--- src/rtl/motor_pkg.sv ---
// Shared motor-drive definitions: sequencer state encoding, default duty width
// and saturating arithmetic helpers also used by the PWM generator.
package motor_pkg;

    typedef enum logic [1:0] {
        IDLE  = 2'd0,
        RAMP  = 2'd1,
        BRAKE = 2'd2,
        DEAD  = 2'd3
    } state_t;

    localparam int DUTY_W_DEFAULT = 8;

    // min(a + b, lim); the extra carry bit keeps the sum from wrapping
    function automatic logic [31:0] sat_add(input logic [31:0] a,
                                            input logic [31:0] b,
                                            input logic [31:0] lim);
        logic [32:0] sum;
        sum = {1'b0, a} + {1'b0, b};
        return (sum >= {1'b0, lim}) ? lim : sum[31:0];
    endfunction

    // max(a - b, lim) without underflow
    function automatic logic [31:0] sat_sub(input logic [31:0] a,
                                            input logic [31:0] b,
                                            input logic [31:0] lim);
        logic [32:0] floor_plus_step;
        floor_plus_step = {1'b0, lim} + {1'b0, b};
        return ({1'b0, a} >= floor_plus_step) ? (a - b) : lim;
    endfunction

endpackage

--- src/rtl/ramp_tick_gen.sv ---
// Free-running prescaler: counts 0..RAMP_DIV-1 and flags the last count as the
// ramp tick, so one tick is produced every RAMP_DIV clocks.
module ramp_tick_gen #(
    parameter int RAMP_DIV = 1000
) (
    input  logic clk,
    input  logic reset,
    output logic tick
);

    localparam int CW = (RAMP_DIV > 1) ? $clog2(RAMP_DIV) : 1;
    localparam logic [CW-1:0] LAST = CW'(RAMP_DIV - 1);

    logic [CW-1:0] count_reg;

    always_ff @(posedge clk or posedge reset) begin
        if (reset) begin
            count_reg <= '0;
        end else if (count_reg == LAST) begin
            count_reg <= '0;
        end else begin
            count_reg <= count_reg + CW'(1);
        end
    end

    assign tick = (count_reg == LAST);

endmodule

--- src/rtl/motor_dir_sequencer.sv ---
// Owns the PWM duty word and DIR line: slew-limited duty changes, and direction
// reversals that ramp to zero, hold a dead time, flip DIR, then ramp back up.
module motor_dir_sequencer
    import motor_pkg::*;
#(
    parameter int DUTY_W      = DUTY_W_DEFAULT,
    parameter int RAMP_STEP   = 4,
    parameter int RAMP_DIV    = 1000,
    parameter int DEAD_CYCLES = 100000
) (
    input  logic              clk,
    input  logic              reset,
    input  logic              cmd_valid,
    output logic              cmd_ready,
    input  logic [DUTY_W-1:0] cmd_duty,
    input  logic              cmd_dir,
    input  logic              estop,
    output logic [DUTY_W-1:0] duty,
    output logic              dir,
    output logic              busy,
    output logic              done
);

    localparam int DCW = (DEAD_CYCLES > 1) ? $clog2(DEAD_CYCLES) : 1;
    localparam logic [DCW-1:0] DEAD_LOAD = DCW'(DEAD_CYCLES - 1);
    localparam logic [31:0] STEP32 = 32'(RAMP_STEP);

    state_t            state_reg, state_next;
    logic [DUTY_W-1:0] duty_reg, duty_next;
    logic [DUTY_W-1:0] target_reg, target_next;
    logic              dir_reg, dir_next;
    logic              pend_dir_reg, pend_dir_next;
    logic [DCW-1:0]    dead_cnt_reg, dead_cnt_next;
    logic              done_reg, done_next;

    logic              tick;
    logic              accept;
    logic [DUTY_W-1:0] ramp_target;
    logic [DUTY_W-1:0] ramp_duty;
    logic [DUTY_W-1:0] brake_duty;

    ramp_tick_gen #(
        .RAMP_DIV (RAMP_DIV)
    ) u_tick (
        .clk   (clk),
        .reset (reset),
        .tick  (tick)
    );

    assign cmd_ready = ((state_reg == IDLE) || (state_reg == RAMP)) && !estop;
    assign busy      = (state_reg != IDLE);
    assign accept    = cmd_valid && cmd_ready;

    // A command accepted mid-ramp steers this very cycle's step
    assign ramp_target = accept ? cmd_duty : target_reg;
    assign ramp_duty   = (duty_reg < ramp_target)
                       ? DUTY_W'(sat_add(32'(duty_reg), STEP32, 32'(ramp_target)))
                       : DUTY_W'(sat_sub(32'(duty_reg), STEP32, 32'(ramp_target)));
    assign brake_duty  = DUTY_W'(sat_sub(32'(duty_reg), STEP32, 32'd0));

    always_ff @(posedge clk or posedge reset) begin
        if (reset) begin
            state_reg    <= IDLE;
            duty_reg     <= '0;
            target_reg   <= '0;
            dir_reg      <= 1'b0;
            pend_dir_reg <= 1'b0;
            dead_cnt_reg <= '0;
            done_reg     <= 1'b0;
        end else begin
            state_reg    <= state_next;
            duty_reg     <= duty_next;
            target_reg   <= target_next;
            dir_reg      <= dir_next;
            pend_dir_reg <= pend_dir_next;
            dead_cnt_reg <= dead_cnt_next;
            done_reg     <= done_next;
        end
    end

    always_comb begin
        state_next    = state_reg;
        duty_next     = duty_reg;
        target_next   = target_reg;
        dir_next      = dir_reg;
        pend_dir_next = pend_dir_reg;
        dead_cnt_next = dead_cnt_reg;
        done_next     = 1'b0;

        if (estop) begin
            state_next  = IDLE;
            duty_next   = '0;
            target_next = '0;
        end else begin
            case (state_reg)
                IDLE: begin
                    if (accept) begin
                        target_next = cmd_duty;
                        if (cmd_dir != dir_reg) begin
                            pend_dir_next = cmd_dir;
                            state_next    = BRAKE;
                        end else if (cmd_duty == duty_reg) begin
                            done_next = 1'b1;
                        end else begin
                            state_next = RAMP;
                        end
                    end
                end
                RAMP: begin
                    if (accept) begin
                        target_next = cmd_duty;
                    end
                    if (accept && (cmd_dir != dir_reg)) begin
                        pend_dir_next = cmd_dir;
                        state_next    = BRAKE;
                    end else if (tick) begin
                        duty_next = ramp_duty;
                        if (ramp_duty == ramp_target) begin
                            state_next = IDLE;
                            done_next  = 1'b1;
                        end
                    end
                end
                BRAKE: begin
                    if (duty_reg == '0) begin
                        dead_cnt_next = DEAD_LOAD;
                        state_next    = DEAD;
                    end else if (tick) begin
                        duty_next = brake_duty;
                        if (brake_duty == '0) begin
                            dead_cnt_next = DEAD_LOAD;
                            state_next    = DEAD;
                        end
                    end
                end
                DEAD: begin
                    if (dead_cnt_reg == '0) begin
                        dir_next = pend_dir_reg;
                        if (target_reg == '0) begin
                            state_next = IDLE;
                            done_next  = 1'b1;
                        end else begin
                            state_next = RAMP;
                        end
                    end else begin
                        dead_cnt_next = dead_cnt_reg - DCW'(1);
                    end
                end
                default: state_next = IDLE;
            endcase
        end
    end

    assign duty = duty_reg;
    assign dir  = dir_reg;
    assign done = done_reg;

endmodule

--- config.mk ---
export PLATFORM = sky130hd
export DESIGN_NAME = motor_dir_sequencer
export DESIGN_NICKNAME = d
export VERILOG_FILES = /design/src/rtl/motor_pkg.sv /design/src/rtl/ramp_tick_gen.sv /design/src/rtl/motor_dir_sequencer.sv
export SDC_FILE = /design/constraint.sdc
export NUM_CORES = 1
export LEC_CHECK = 0
export ABC_AREA = 1
export ABC_CLOCK_PERIOD_IN_PS = 2950
export CELL_PAD_IN_SITES_DETAIL_PLACEMENT = 0
export CELL_PAD_IN_SITES_GLOBAL_PLACEMENT = 1
export CORE_UTILIZATION = 39
export DETAILED_ROUTE_END_ITERATION = 12
export GPL_TIMING_DRIVEN = 0
export PLACE_DENSITY = 0.87
export SLEW_MARGIN = 10
export SYNTH_ARGS = -nofsm -noshare
export SYNTH_HDL_FRONTEND = slang
export SYNTH_HIERARCHICAL = 1
export SYNTH_SLANG_ARGS = --single-unit
--- constraint.sdc ---
create_clock -name clk -period 2.95 [get_ports clk]
set_input_delay 0.59 -clock clk [delete_from_list [all_inputs] [get_ports clk]]
set_output_delay 0.59 -clock clk [all_outputs]
set_load 0.005 [all_outputs]
# Word-level counts from Yosys, hierarchy flattened
# Cells that the tools add are included.
# Widths: inputs -> output; s select.
# totals
output_inout_bits,12
wordCells,109
reg_bits,48
# op_classes
add_sub_neg,5
n_reduce_logical,21
muxes,46
n_lt_le_gt_ge,4
n_eq_ne,24
bitwise_logic,1
# op_table
operator,n
$mux 8,12
$mux 17,4
$pmux 17 s2,1
$logic_not 8->1,3
$ne 3x3->1 const B,8
$mux 2,11
$add 8x3->9 const B,2
$logic_not 17->1,1
$sub 17x1->17 const B,1
$eq 8x8->1,2
$pmux 8 s2,1
$reduce_and 5->1,3
$mux 1,13
$ne 4x4->1 const B,3
$add 10x1->10 const B,1
$eq 10x10->1 const B,1
$mux 10,1
$ge 8x9->1,1
$ge 9x8->1,1
$ge 8x3->1 const B,1
$lt 8x8->1,1
$pmux 2 s4,1
$reduce_bool 2->1,4
$sub 8x3->8 const B,1
18 further kinds,23

# Longest topological paths before layout
# logic_depth
ltp_word,15
ltp_mapped,34

# Modules after synthesis
# The synthesis kept the hierarchy.
# by_module_without_submodules
mod,cells_per_inst,instances,seq_area_each_um2,area_each_um2
motor_dir_sequencer,526,1,950.9,3438.3
ramp_tick_gen,68,1,250.2,510.5

# Worst setup path before layout
# No wires, ideal clock.
# synth_timing
path_kind,input-to-reg
start,input port estop
end,register state_reg[0]
setup_time_ps,117
cell_stages,31
n_path_buf,0
t_required_ps,2833
arrival_time_ps,3271
path_slack_ps,-437
cell_sequence,nor2_4 -> nand3_1 -> nand2_2 -> inv_2 -> nor2_2 -> inv_1 -> nor2_1 -> inv_1 -> nor2_1 -> inv_1 -> nand2_1 -> nand2_1 -> ha_1 -> nand2_1 -> o21bai_1 -> nand2_1 -> nand2_1 -> nand2_1 -> nand2_4 -> o21ai_1 -> nand2_1 -> nand2_1 -> nand2_1 -> nand2_1 -> nand2_1 -> nor2_1 -> nand2_1 -> nand2_1 -> nand2_1 -> nand2_1 -> nand2_1
# synth_between
elab_chain_len,11
elab_cells_between_ends,24
cone_classes,add/sub: 1; order compare: 3; eq/ne: 8; mux: 7; reduce/logical: 5
# synth_lines
item,line_no,text
from (decl),motor_dir_sequencer.sv:17,"input logic estop,"
$logic_not 1->1,motor_dir_sequencer.sv:50,assign cmd_ready = ((state_reg == IDLE) || (state_reg == RAMP)) && !estop;
$logic_and 1x1->1,motor_dir_sequencer.sv:50,
$logic_and 1x1->1,motor_dir_sequencer.sv:52,assign accept = cmd_valid && cmd_ready;
$mux 8,-,
$add 8x3->9,motor_pkg.sv:28,"floor_plus_step = {1'b0, lim} + {1'b0, b};"
$ge 8x9->1,motor_pkg.sv:29,"return ({1'b0, a} >= floor_plus_step) ? (a - b) : lim;"
$mux 8,motor_pkg.sv:29,
$mux 8,motor_dir_sequencer.sv:57,"? DUTY_W'(sat_add(32'(duty_reg), STEP32, 32'(ramp_target)))"
$eq 8x8->1,motor_dir_sequencer.sv:118,if (ramp_duty == ramp_target) begin
$ne 4x2->1 (no source line),-,
$reduce_and 7->1 (no source line),-,
to (signal assigned),motor_dir_sequencer.sv:71,state_reg <= state_next;
to (decl),motor_dir_sequencer.sv:28,"state_t state_reg, state_next;"
# Parallel ways exist; a longest one is shown, timed or not.
# A chain may end at the register's enable or synchronous reset.

# Worst setup path after layout
# layout_timing
start,register state_reg[1]
end,register state_reg[0]
# layout_between
elab_chain_len,12
elab_cells_between_ends,28
cone_classes,add/sub: 1; order compare: 3; eq/ne: 11; mux: 7; reduce/logical: 6
# layout_lines
item,line_no
$eq 2x1->1 / $logic_not 2->1 (equally long branches),"motor_dir_sequencer.sv:50, motor_dir_sequencer.sv:95"
$logic_or 1x1->1,motor_dir_sequencer.sv:50
$logic_and 1x1->1,motor_dir_sequencer.sv:50
$logic_and 1x1->1,motor_dir_sequencer.sv:52
$mux 8,-
$add 8x3->9,motor_pkg.sv:28
$ge 8x9->1,motor_pkg.sv:29
$mux 8,motor_pkg.sv:29
$mux 8,motor_dir_sequencer.sv:57
$eq 8x8->1,motor_dir_sequencer.sv:118
$ne 4x2->1 (no source line),-
$reduce_and 7->1 (no source line),-
# Parallel ways exist; a longest one is shown, timed or not.

==> metrics.md <==
| Metric | Value |
|---|---|
| Placement row count | 36 |
| Crit path kind | register to register |
| Post-Syn Nets | roughly 630 |
| CP Capture Type | register |
| Register area share after synthesis | roughly 30% |
| Max reg flops | 17 |
| Violated checks | setup timing |
| Slowest cell delay on critical path | between 0.4 and 0.5 ns |
| Initial Util | 40.4% |
| Critical path arrival | about 3.6 ns |
| Area contributors post-synth | dfrtp_1 30%, nand2_1 17%, nand3_1 7.2%, inv_1 7.1%, ha_1 7.0% |
| Setup ws final | -0.479 ns |
| Synth Instances | roughly 590 |
| Per-cell routed wire length | between 10 and 15 um |
| Fin cells | 790 |
| Post-CTS Hold Buffers | 0 |
| Core area | 9770 um2 |
| Largest net degree at the start of global routing | 31 |
| Cell-internal power | between 0.002 and 0.0025 W |
| IO buf count | 24 |
| Root buf cell | clkbuf_8 |
| Die area | between 10000 and 15000 um2 |
| Final core utilization | approximately 52% |
| Max-Cap Viols | 0 |
| Detailed Routing Iterations Pass 1 | 5 |
| Min-delay worst type | register to register |
| Crit path buf inv count | 3 |
| Diodes inserted | 0 |
| Synth unique cells | 45 |
| Post-Syn Area | roughly 3900 um2 |
| Most common cell in the netlist | nand2_1 |
| Fmax | 0.292 GHz |
| Register share of total power | 17.9% |
| Most common cell on crit path | nand2_1 |
| Share of layout cells above drive strength 1 | between 20% and 30% |
| Post-DP HPWL | approximately 8000 um |
| Gr usage total | around 22% |
| Final Hold Viols | 0 |
| Clock transition at path regs | 0.09 ns |
| Pwr dens | around 1000 nW/um2 |
| Syn avg cell area | 6.65 um2 |
| Synth warnings | 6 |
| Slew headroom | 59.3% |
| Post-layout min period | ~3.4 ns |
| Worst-case vdd ir drop | ~0.39 mV |
| Vias in the first global route | roughly 3800 |
| Die Wd | roughly 100 um |
| DR vias | between 4000 and 5000 |
| # DRC | 0 |
| Gr ovfl total | 0 |
| Layout Skew | about 0.009 ns |
| Final worst path period share | 116% |
| Startpoint types | register |
| Top-area cell type share of the netlist area | 30.4% |
| First-pass GRT wire length | roughly 18000 um |
| Status | complete, but fails checks |
| Ys async rst share | 100% |
| Placed Cells incl. Taps | 752 |
| Combinational Power Share | between 70% and 80% |
| Layout Nets | approximately 690 |
| DRT Wirelength | 11400 um |
| Dpl ws | -1.53 ns |
| Switch Pwr | 0.00265 W |
| Clock power frac | between 10% and 20% |
| Boundary Pins | 25 |
| Main synth FF type | dfrtp_1 |
| Switching power share of the total | between 50% and 60% |
| Worst-Margin Slew | ~0.6 ns |
| Buffer levels on the longest clock path | 2 |
| # setup viols final | 10 |
| Setup TNS | -2.06 ns |
| Crit path max-delay family | simple AND/OR/NAND/NOR gates |
| Flops & latches, synth | 48 |
| Critical path required time | about 3.2 ns |
| Post-synth top cells | 175 x nand2_1, 75 x inv_1, 64 x nor2_1, 57 x nand3_1, 48 x dfrtp_1 |
| Area delta synth->final | 27.9% |
| RSZ-0062 raised after global routing | true |
| Num CTS Buffers | 5 |
| Routed Antenna Nets | 0 |
| Placer Congestion | about 0.88 |
| Initial antenna violation count | 0 |
| Die Ht | a little over 100 um |
| Post-synth EDFFs | 0 |
| Number of DRC markers in iteration 0 | between 300 and 400 |
| Clock Latency Late Sink | approximately 0.31 ns |
| Crit-path max FO | 8 |
| Clock sink count | 48 |
| H-tree depth | 2 |
| CTS tree | built |
| Max-slew violations | 0 |
| Post-synth top area cell | dfrtp_1 |
| Avg Vias per Cell | roughly 5.3 |
| Slowest-stage cell, CP | dfrtp_2 |
| LEAKAGE | 2.47 nW |
-- area by class of cell --
class	instances	area, um2
fill	960	4720
multi-input combinational	462	2710
sequential	48	1200
timing repair buffer	53	500
inverter	80	305
tap	133	166
clock buffer	6	82.6
buffer	6	40.0
clock inverter	2	38.8
-- layer usage --
layer / global-route usage, % / wire (um)
met4: 7.36 / 119
met3: 2.98 / 696
met2: 35.8 / 5300
met1: 31.0 / 5310
met5: 0 / 0
-- stage by stage --
stage / power, W / instance area, um2 / hold WS (ns)
global placement: 0.00362 / 4370 / 0.453
finish: 0.00515 / 5050 / 0.466
detailed placement: 0.00366 / 4390 / 0.457
CTS: 0.00461 / 4810 / 0.471
floorplan: 0.00292 / 3970 / 0.430
global route: 0.00560 / 5050 / 0.503
-- power groups by stage --
stage / combinational (W) / clock [W] / sequential, W
after floorplan: 0.00205 / 0 / 0.000868
after global placement: 0.00270 / 0 / 0.000919
after detailed placement: 0.00274 / 0 / 0.000920
after CTS: 0.00317 / 0.000529 / 0.000911
after global routing: 0.00411 / 0.000551 / 0.000936
final: 0.00371 / 0.000518 / 0.000920
-- worst reg2reg max path: cells and delay by family (launching register included) --
family	cells	cell delay [ns]
AOI/OAI and AO/OA	1	0.06
DFF	1	0.44
adders and majority gates	1	0.27
buffers and inverters	3	0.31
and+or+nand+nor	26	2.26
-- final timing paths --
path / start / slack, ns / cells past startpoint / to
setup / recovery: state_reg[1] / -0.48 / 31 / state_reg[0]
hold / removal: dead_cnt_reg[8] / 0.47 / 1 / dead_cnt_reg[8]
setup reg to reg: state_reg[1] / -0.48 / 31 / state_reg[0]
hold reg to reg: dead_cnt_reg[8] / 0.47 / 1 / dead_cnt_reg[8]
max in group asynchronous: reset / 1.97 / 3 / duty[3]
min in group asynchronous: reset / 0.53 / 2 / dead_cnt_reg[12]
-- kinds of logic (layout without fill, tap and decap cells) --
family                     after synthesis  in the layout  synth area share, %
AOI/OAI and AO/OA                       76             76                 11.5
adders and majority gates               22             22                 6.97
DFF                                     48             48                 30.4
buffers and inverters                   86            147                 8.46
and+or+nand+nor                        347            349                 39.3
xor gates and xnor gates                15             15                 3.33
-- layout by cell type, fill, tap and decap left out, types with 4 or more instances in the layout --
master           synthesis  routed
a21oi_1                 16      16
buf_6                    1       4
nand2_1                175     142
inv_2                    5       8
clkbuf_8                 0       6
xnor2_1                  5       5
buf_4                    1      25
o21ai_0                 36      27
clkdlybuf4s50_1          0      20
nor2_4                   2       4
inv_1                   75      70
o21ai_1                  3       6
xor2_1                  10       9
nand4_1                  5       5
nand2_2                  8      36
nor2_1                  64      58
o21ai_2                  1       6
nand3_1                 57      52
nand3_2                  3       7
ha_1                    22      19
nand2_4                  4       8
nor2_2                   5       9
nor3_1                  12      11
dfrtp_1                 48      45
-- what timing repair did --
item	4_1_cts	5_1_grt
pin swaps	25	25
gates resized for setup	53	48
setup buffers	20	8
endpoints found under the setup margin	25	25
cloned	2	1
Power figures use the tool's default switching activity.
